`src/rtl/dps_decoder_29.sv`:
```
// -----------------------------------------------------------------------------
// dps_decoder_29
// Receive-side decoder for the 29-wire DPS (Fibonacci-numeral crosstalk
// avoidance) bus. It rebuilds the binary data word as the weighted sum of the
// set codeword bits. Three pipeline stages with valid/ready flow control:
//   S1: capture codeword + valid
//   S2: three partial sums (bits 0..9, 10..19, 20..28)
//   S3: final sum -> dataout, out_valid
//
// Ports:
//   clock      in   rising-edge clock
//   reset      in   asynchronous, active-high reset
//   codein     in   29-bit codeword (bit-aligned with the encoder's codeout)
//   in_valid   in   codein is valid this cycle
//   in_ready   out  decoder accepts codein this cycle (combinational)
//   dataout    out  decoded data word (`DBLEN29 bits), defined when out_valid
//   out_valid  out  dataout is valid
//   out_ready  in   downstream accepts dataout
//   code_err   out  forbidden-pattern flag aligned with dataout
//                   (only when DPS_DEC_CHECK_EN is defined)
//
// Configuration macro: DPS_DEC_CHECK_EN enables the forbidden-pattern checker
// and the code_err port. Without it no check logic exists.
// -----------------------------------------------------------------------------

// Data width: wide enough that even the heaviest 29-bit pattern
// (sum of all weights = 1664079) is represented without wrap-around.
`ifndef DBLEN29
`define DBLEN29 21
`endif

module dps_decoder_29 (
   input  logic                clock,
   input  logic                reset,
   input  logic [28:0]         codein,
   input  logic                in_valid,
   output logic                in_ready,
   output logic [`DBLEN29-1:0] dataout,
   output logic                out_valid,
`ifdef DPS_DEC_CHECK_EN
   input  logic                out_ready,
   output logic                code_err
`else
   input  logic                out_ready
`endif
);

   localparam int unsigned DW = `DBLEN29;
   localparam int unsigned CW = 29;

   // Fibonacci numbers FNS01..FNS29
   localparam int unsigned FNS01 = 1;
   localparam int unsigned FNS02 = 1;
   localparam int unsigned FNS03 = 2;
   localparam int unsigned FNS04 = 3;
   localparam int unsigned FNS05 = 5;
   localparam int unsigned FNS06 = 8;
   localparam int unsigned FNS07 = 13;
   localparam int unsigned FNS08 = 21;
   localparam int unsigned FNS09 = 34;
   localparam int unsigned FNS10 = 55;
   localparam int unsigned FNS11 = 89;
   localparam int unsigned FNS12 = 144;
   localparam int unsigned FNS13 = 233;
   localparam int unsigned FNS14 = 377;
   localparam int unsigned FNS15 = 610;
   localparam int unsigned FNS16 = 987;
   localparam int unsigned FNS17 = 1597;
   localparam int unsigned FNS18 = 2584;
   localparam int unsigned FNS19 = 4181;
   localparam int unsigned FNS20 = 6765;
   localparam int unsigned FNS21 = 10946;
   localparam int unsigned FNS22 = 17711;
   localparam int unsigned FNS23 = 28657;
   localparam int unsigned FNS24 = 46368;
   localparam int unsigned FNS25 = 75025;
   localparam int unsigned FNS26 = 121393;
   localparam int unsigned FNS27 = 196418;
   localparam int unsigned FNS28 = 317811;
   localparam int unsigned FNS29 = 514229;

   // Bit weights: w0=1, wk=FNS(k+1) for k=1..26, w27=2*FNS28, w28=FNS29.
   // The top two wires carry the encoder's split MSB weights.
   localparam logic [DW-1:0] WEIGHT [CW] = '{
      DW'(FNS01),                                         // bit 0
      DW'(FNS02), DW'(FNS03), DW'(FNS04), DW'(FNS05),     // bits 1..4
      DW'(FNS06), DW'(FNS07), DW'(FNS08), DW'(FNS09),     // bits 5..8
      DW'(FNS10), DW'(FNS11), DW'(FNS12), DW'(FNS13),     // bits 9..12
      DW'(FNS14), DW'(FNS15), DW'(FNS16), DW'(FNS17),     // bits 13..16
      DW'(FNS18), DW'(FNS19), DW'(FNS20), DW'(FNS21),     // bits 17..20
      DW'(FNS22), DW'(FNS23), DW'(FNS24), DW'(FNS25),     // bits 21..24
      DW'(FNS26), DW'(FNS27),                             // bits 25..26
      DW'(2 * FNS28),                                     // bit 27
      DW'(FNS29)                                          // bit 28
   };

   // Pipeline state
   logic          s1_valid;
   logic [CW-1:0] s1_code;
   logic          s2_valid;
   logic [DW-1:0] s2_pa;
   logic [DW-1:0] s2_pb;
   logic [DW-1:0] s2_pc;

   // Next-state values for S2
   logic [DW-1:0] pa_next;
   logic [DW-1:0] pb_next;
   logic [DW-1:0] pc_next;

   logic          advance;

   // Whole pipeline freezes only while a valid output is being refused
   assign advance  = ~(out_valid & ~out_ready);
   assign in_ready = advance;

   // S2 partial sums over three codeword slices
   always_comb begin
      pa_next = '0;
      pb_next = '0;
      pc_next = '0;
      for (int i = 0; i < 10; i++) begin
         if (s1_code[i]) pa_next = pa_next + WEIGHT[i];
      end
      for (int i = 10; i < 20; i++) begin
         if (s1_code[i]) pb_next = pb_next + WEIGHT[i];
      end
      for (int i = 20; i < 29; i++) begin
         if (s1_code[i]) pc_next = pc_next + WEIGHT[i];
      end
   end

   // S1: capture codeword and valid
   always_ff @(posedge clock or posedge reset) begin
      if (reset) begin
         s1_valid <= 1'b0;
         s1_code  <= '0;
      end else if (advance) begin
         s1_valid <= in_valid;
         s1_code  <= codein;
      end
   end

   // S2: partial sums
   always_ff @(posedge clock or posedge reset) begin
      if (reset) begin
         s2_valid <= 1'b0;
         s2_pa    <= '0;
         s2_pb    <= '0;
         s2_pc    <= '0;
      end else if (advance) begin
         s2_valid <= s1_valid;
         s2_pa    <= pa_next;
         s2_pb    <= pb_next;
         s2_pc    <= pc_next;
      end
   end

   // S3: final sum and output valid
   always_ff @(posedge clock or posedge reset) begin
      if (reset) begin
         out_valid <= 1'b0;
         dataout   <= '0;
      end else if (advance) begin
         out_valid <= s2_valid;
         dataout   <= s2_pa + s2_pb + s2_pc;
      end
   end

`ifdef DPS_DEC_CHECK_EN
   // An interior wire that differs from both neighbours forms an isolated
   // "010" or "101", which a legal DPS codeword never contains.
   function automatic logic forbidden(input logic [CW-1:0] c);
      logic err;
      err = 1'b0;
      for (int k = 1; k <= 26; k++) begin
         if ((c[k] != c[k-1]) && (c[k] != c[k+1])) err = 1'b1;
      end
      return err;
   endfunction

   logic s1_err;
   logic s2_err;
   logic err_next;

   always_comb begin
      err_next = 1'b0;
      err_next = forbidden(codein);
   end

   // Flag travels with its word and holds on stall like the data
   always_ff @(posedge clock or posedge reset) begin
      if (reset) begin
         s1_err   <= 1'b0;
         s2_err   <= 1'b0;
         code_err <= 1'b0;
      end else if (advance) begin
         s1_err   <= err_next;
         s2_err   <= s1_err;
         code_err <= s2_err;
      end
   end
`endif

endmodule

```
`config.mk`:
```
export PLATFORM = sky130hd
export DESIGN_NAME = dps_decoder_29
export DESIGN_NICKNAME = d
export VERILOG_FILES = /design/src/rtl/dps_decoder_29.sv
export SDC_FILE = /design/constraint.sdc
export NUM_CORES = 1
export LEC_CHECK = 0
export ABC_CLOCK_PERIOD_IN_PS = 19400
export CORE_ASPECT_RATIO = 0.8
export CORE_MARGIN = 4
export CORE_UTILIZATION = 55
export CTS_CLUSTER_DIAMETER = 30
export DETAILED_ROUTE_END_ITERATION = 6
export PLACE_DENSITY = 0.81
export SLEW_MARGIN = 20
export SYNTH_ARGS = -nofsm -noshare
export SYNTH_HDL_FRONTEND = slang
export SYNTH_SLANG_ARGS = --single-unit
```
`constraint.sdc`:
```
create_clock -name clock -period 19.4 [get_ports clock]
set_input_delay 3.88 -clock clock [delete_from_list [all_inputs] [get_ports clock]]
set_output_delay 3.88 -clock clock [all_outputs]
set_load 0.01 [all_outputs]
```
==> metrics.txt <==
H-tree depth=3; top cells by area, synth=dfrtp_1, xnor2_1, nand2_1, ha_1, xor2_1; startpoint class of the critical path=primary input; biggest area consumer among synthesized cells=dfrtp_1; vias in the first global route=8,834; grt total ovfl=0; drt pass-1 iters=5; Post-synth EDFFs=0; crit-path max FO=80; hold violation count in the final report=0; Max-Cap Viols=0; FMAX=102 MHz; post-route ant nets=0; layout net count=1,472; Post-Synthesis Cells=1,363; outcome=complete, no violations; CTS Sinks=100; # port buffers=55; die height=134 um; data required time at the worst endpoint=15.52 ns; dpl cell area=0.0115 mm^2; main flop type after synthesis=dfrtp_1; layout cells sized above 1=4.95%; number of synthesized register bits=100; Slew HR=39.6%; Unique masters post-synth=95; Cells after DPL=1,617; CTS tree=done; DPL Wire Length=18,600 um; largest net degree at the start of global routing=91; clock latency on the worst-skew pair=0.36 ns; hold-fix buffers at CTS=0; Yosys warning total=0; GRT Resource Usage Total=22.5%; post-cts sizing count=0; I/O pin count=56; crit path from=out_ready; CP Capture Type=output pin; initial antenna violation count=0; Hold/Removal Path Class=reg2reg; Avg WL per Cell=15.1 um; post-route cell area=0.0118 mm^2; Placer Congestion=0.844; first-pass GRT wire length=41,900 um; Tmin final=9.85 ns; area grow syn2layout=8.53%; maximum root-to-sink buffer count=2; top-area cell type share of the netlist area=23.1%; Layout Cells excl Fill=1,633; syn nets=1,465; HP Start=s2_valid; Tcrit/Tclk final=50.8%; sequential-to-total area share from yosys stat=23.1%; setup TNS=0 ns; critical path class=in2out; drt initial violations=792; Core Region=0.0191 mm^2; die area=0.0220 mm^2; vias=9,690; actual slew at the worst max-slew pin=0.900 ns; Cell Rows=45; Pins Over Slew Limit=0; RSZ-0062 raised after global routing=false; Starting Density=56.6%; clock slew seen by the registers of the worst setup and hold paths=0.07 ns; Post-synth ARST share=100%; Final Skew=0.0118 ns; CTS Buf Count=9; # diodes=0; area of the mapped netlist=0.0108 mm^2; Syn Area/Cell=7.95 um^2; Worst EP arrival=5.97 ns; Reg2Reg Launch Point=s1_code[21]; Root Driver=clkbuf_16; number of setup buffers added after CTS=0; Die Wd=165 um; Final Setup Violations=0; vias per cell=5.93; Post-Route WL=24,700 um; # DRC=0
-- state kept, by name (all words and copies together) (netlist names) --
register,cells
s1_code,29
dataout,21
s2_pc,21
s2_pb,16
s2_pa,10
out_valid,1
s1_valid,1
s2_valid,1
-- layer usage --
layer	track usage, %	wire (um)	vias up	part of all wire [%]
li1	-	-	4902	-
met1	33.8	12200	4535	50
met2	34.9	11100	238	45
met3	3.06	1220	15	4.9
met4	4.02	184	0	0.74
met5	0	0	-	0
-- layout make-up --
class / count / area (um^2)
clock buffers: 9 / 225
clock inverters: 7 / 66.3
fillers: 1694 / 7380
inverters: 61 / 234
multi-input cells: 1139 / 7830
flip-flops and latches: 100 / 2500
well taps: 258 / 323
repair buffers: 59 / 584
-- cells by family (layout without fill, tap and decap cells) --
logic type,count (synthesis),after routing,synth area share (%)
flip-flops,100,100,23.1
AO/OA/AOI/OAI,379,379,23.7
adder cells (fa/ha/maj),71,71,8.98
multiplexers,16,16,1.55
XOR/XNOR,168,168,15.0
buffers and inverters,124,136,4.76
AND/OR/NAND/NOR,505,505,22.9
-- critical path, cell delays in order --
cell	delay [ns]
clkdlybuf4s50_1	0.44
nor2b_4	0.11
buf_4	0.61
inv_4	0.30
clkdlybuf4s50_1	0.57
-- metrics by stage --
step / util, % / hold WS (ns) / setup WS (ns)
final: 61.4 / 0.458 / 9.55
after detailed placement: 59.9 / 0.446 / 9.56
after CTS: 61.4 / 0.461 / 9.54
after floorplan: - / 0.430 / 10.69
after global placement: 59.9 / 0.440 / 9.59
after global routing: 61.4 / 0.491 / 9.43
-- worst paths after layout --
kind,end,slack (ns),depth (start not counted)
max in group asynchronous,dataout[20],14.61,3
hold reg to reg,out_valid,0.46,1
setup / recovery,in_ready,9.55,5
min in group asynchronous,s1_code[26],3.81,2
setup reg to reg,s2_pc[20],11.75,23
hold / removal,out_valid,0.46,1
-- placed cells by master (no fill, tap or decap), types with 14 or more instances in the layout --
| cell | netlist | layout |
|---|---|---|
| nand3_1 | 33 | 33 |
| or3_1 | 15 | 15 |
| nor3_1 | 17 | 17 |
| inv_1 | 58 | 57 |
| a21oi_1 | 83 | 83 |
| ha_1 | 57 | 57 |
| nor2_1 | 102 | 102 |
| o211ai_1 | 14 | 14 |
| o21ai_0 | 94 | 94 |
| dfrtp_1 | 100 | 100 |
| nand2_1 | 191 | 191 |
| xnor2_1 | 95 | 95 |
| xor2_1 | 63 | 63 |
| clkdlybuf4s50_1 | 0 | 55 |
| nand2b_1 | 25 | 25 |
| o31ai_1 | 27 | 27 |
| and3_1 | 22 | 22 |
-- Yosys cell counts (12+ instances only) --
| cell type | instances |
|---|---|
| clkbuf_1 | 43 |
| or3_1 | 15 |
| a211oi_1 | 12 |
| ha_1 | 57 |
| nor2_1 | 102 |
| inv_1 | 58 |
| o21ai_0 | 94 |
| nand4_1 | 13 |
| nand2b_1 | 25 |
| xor2_1 | 63 |
| a31oi_1 | 12 |
| nor3_1 | 17 |
| dfrtp_1 | 100 |
| o31ai_1 | 27 |
| a21oi_1 | 83 |
| nand2_1 | 191 |
| xnor2_1 | 95 |
| nor2b_1 | 14 |
| fa_1 | 12 |
| and3_1 | 22 |
| o211ai_1 | 14 |
| nand3_1 | 33 |
| a21boi_0 | 13 |
Power is left out: the tool's default activity adds up to more than one toggle a clock period on the data nets, which glitch-free logic cannot reach.
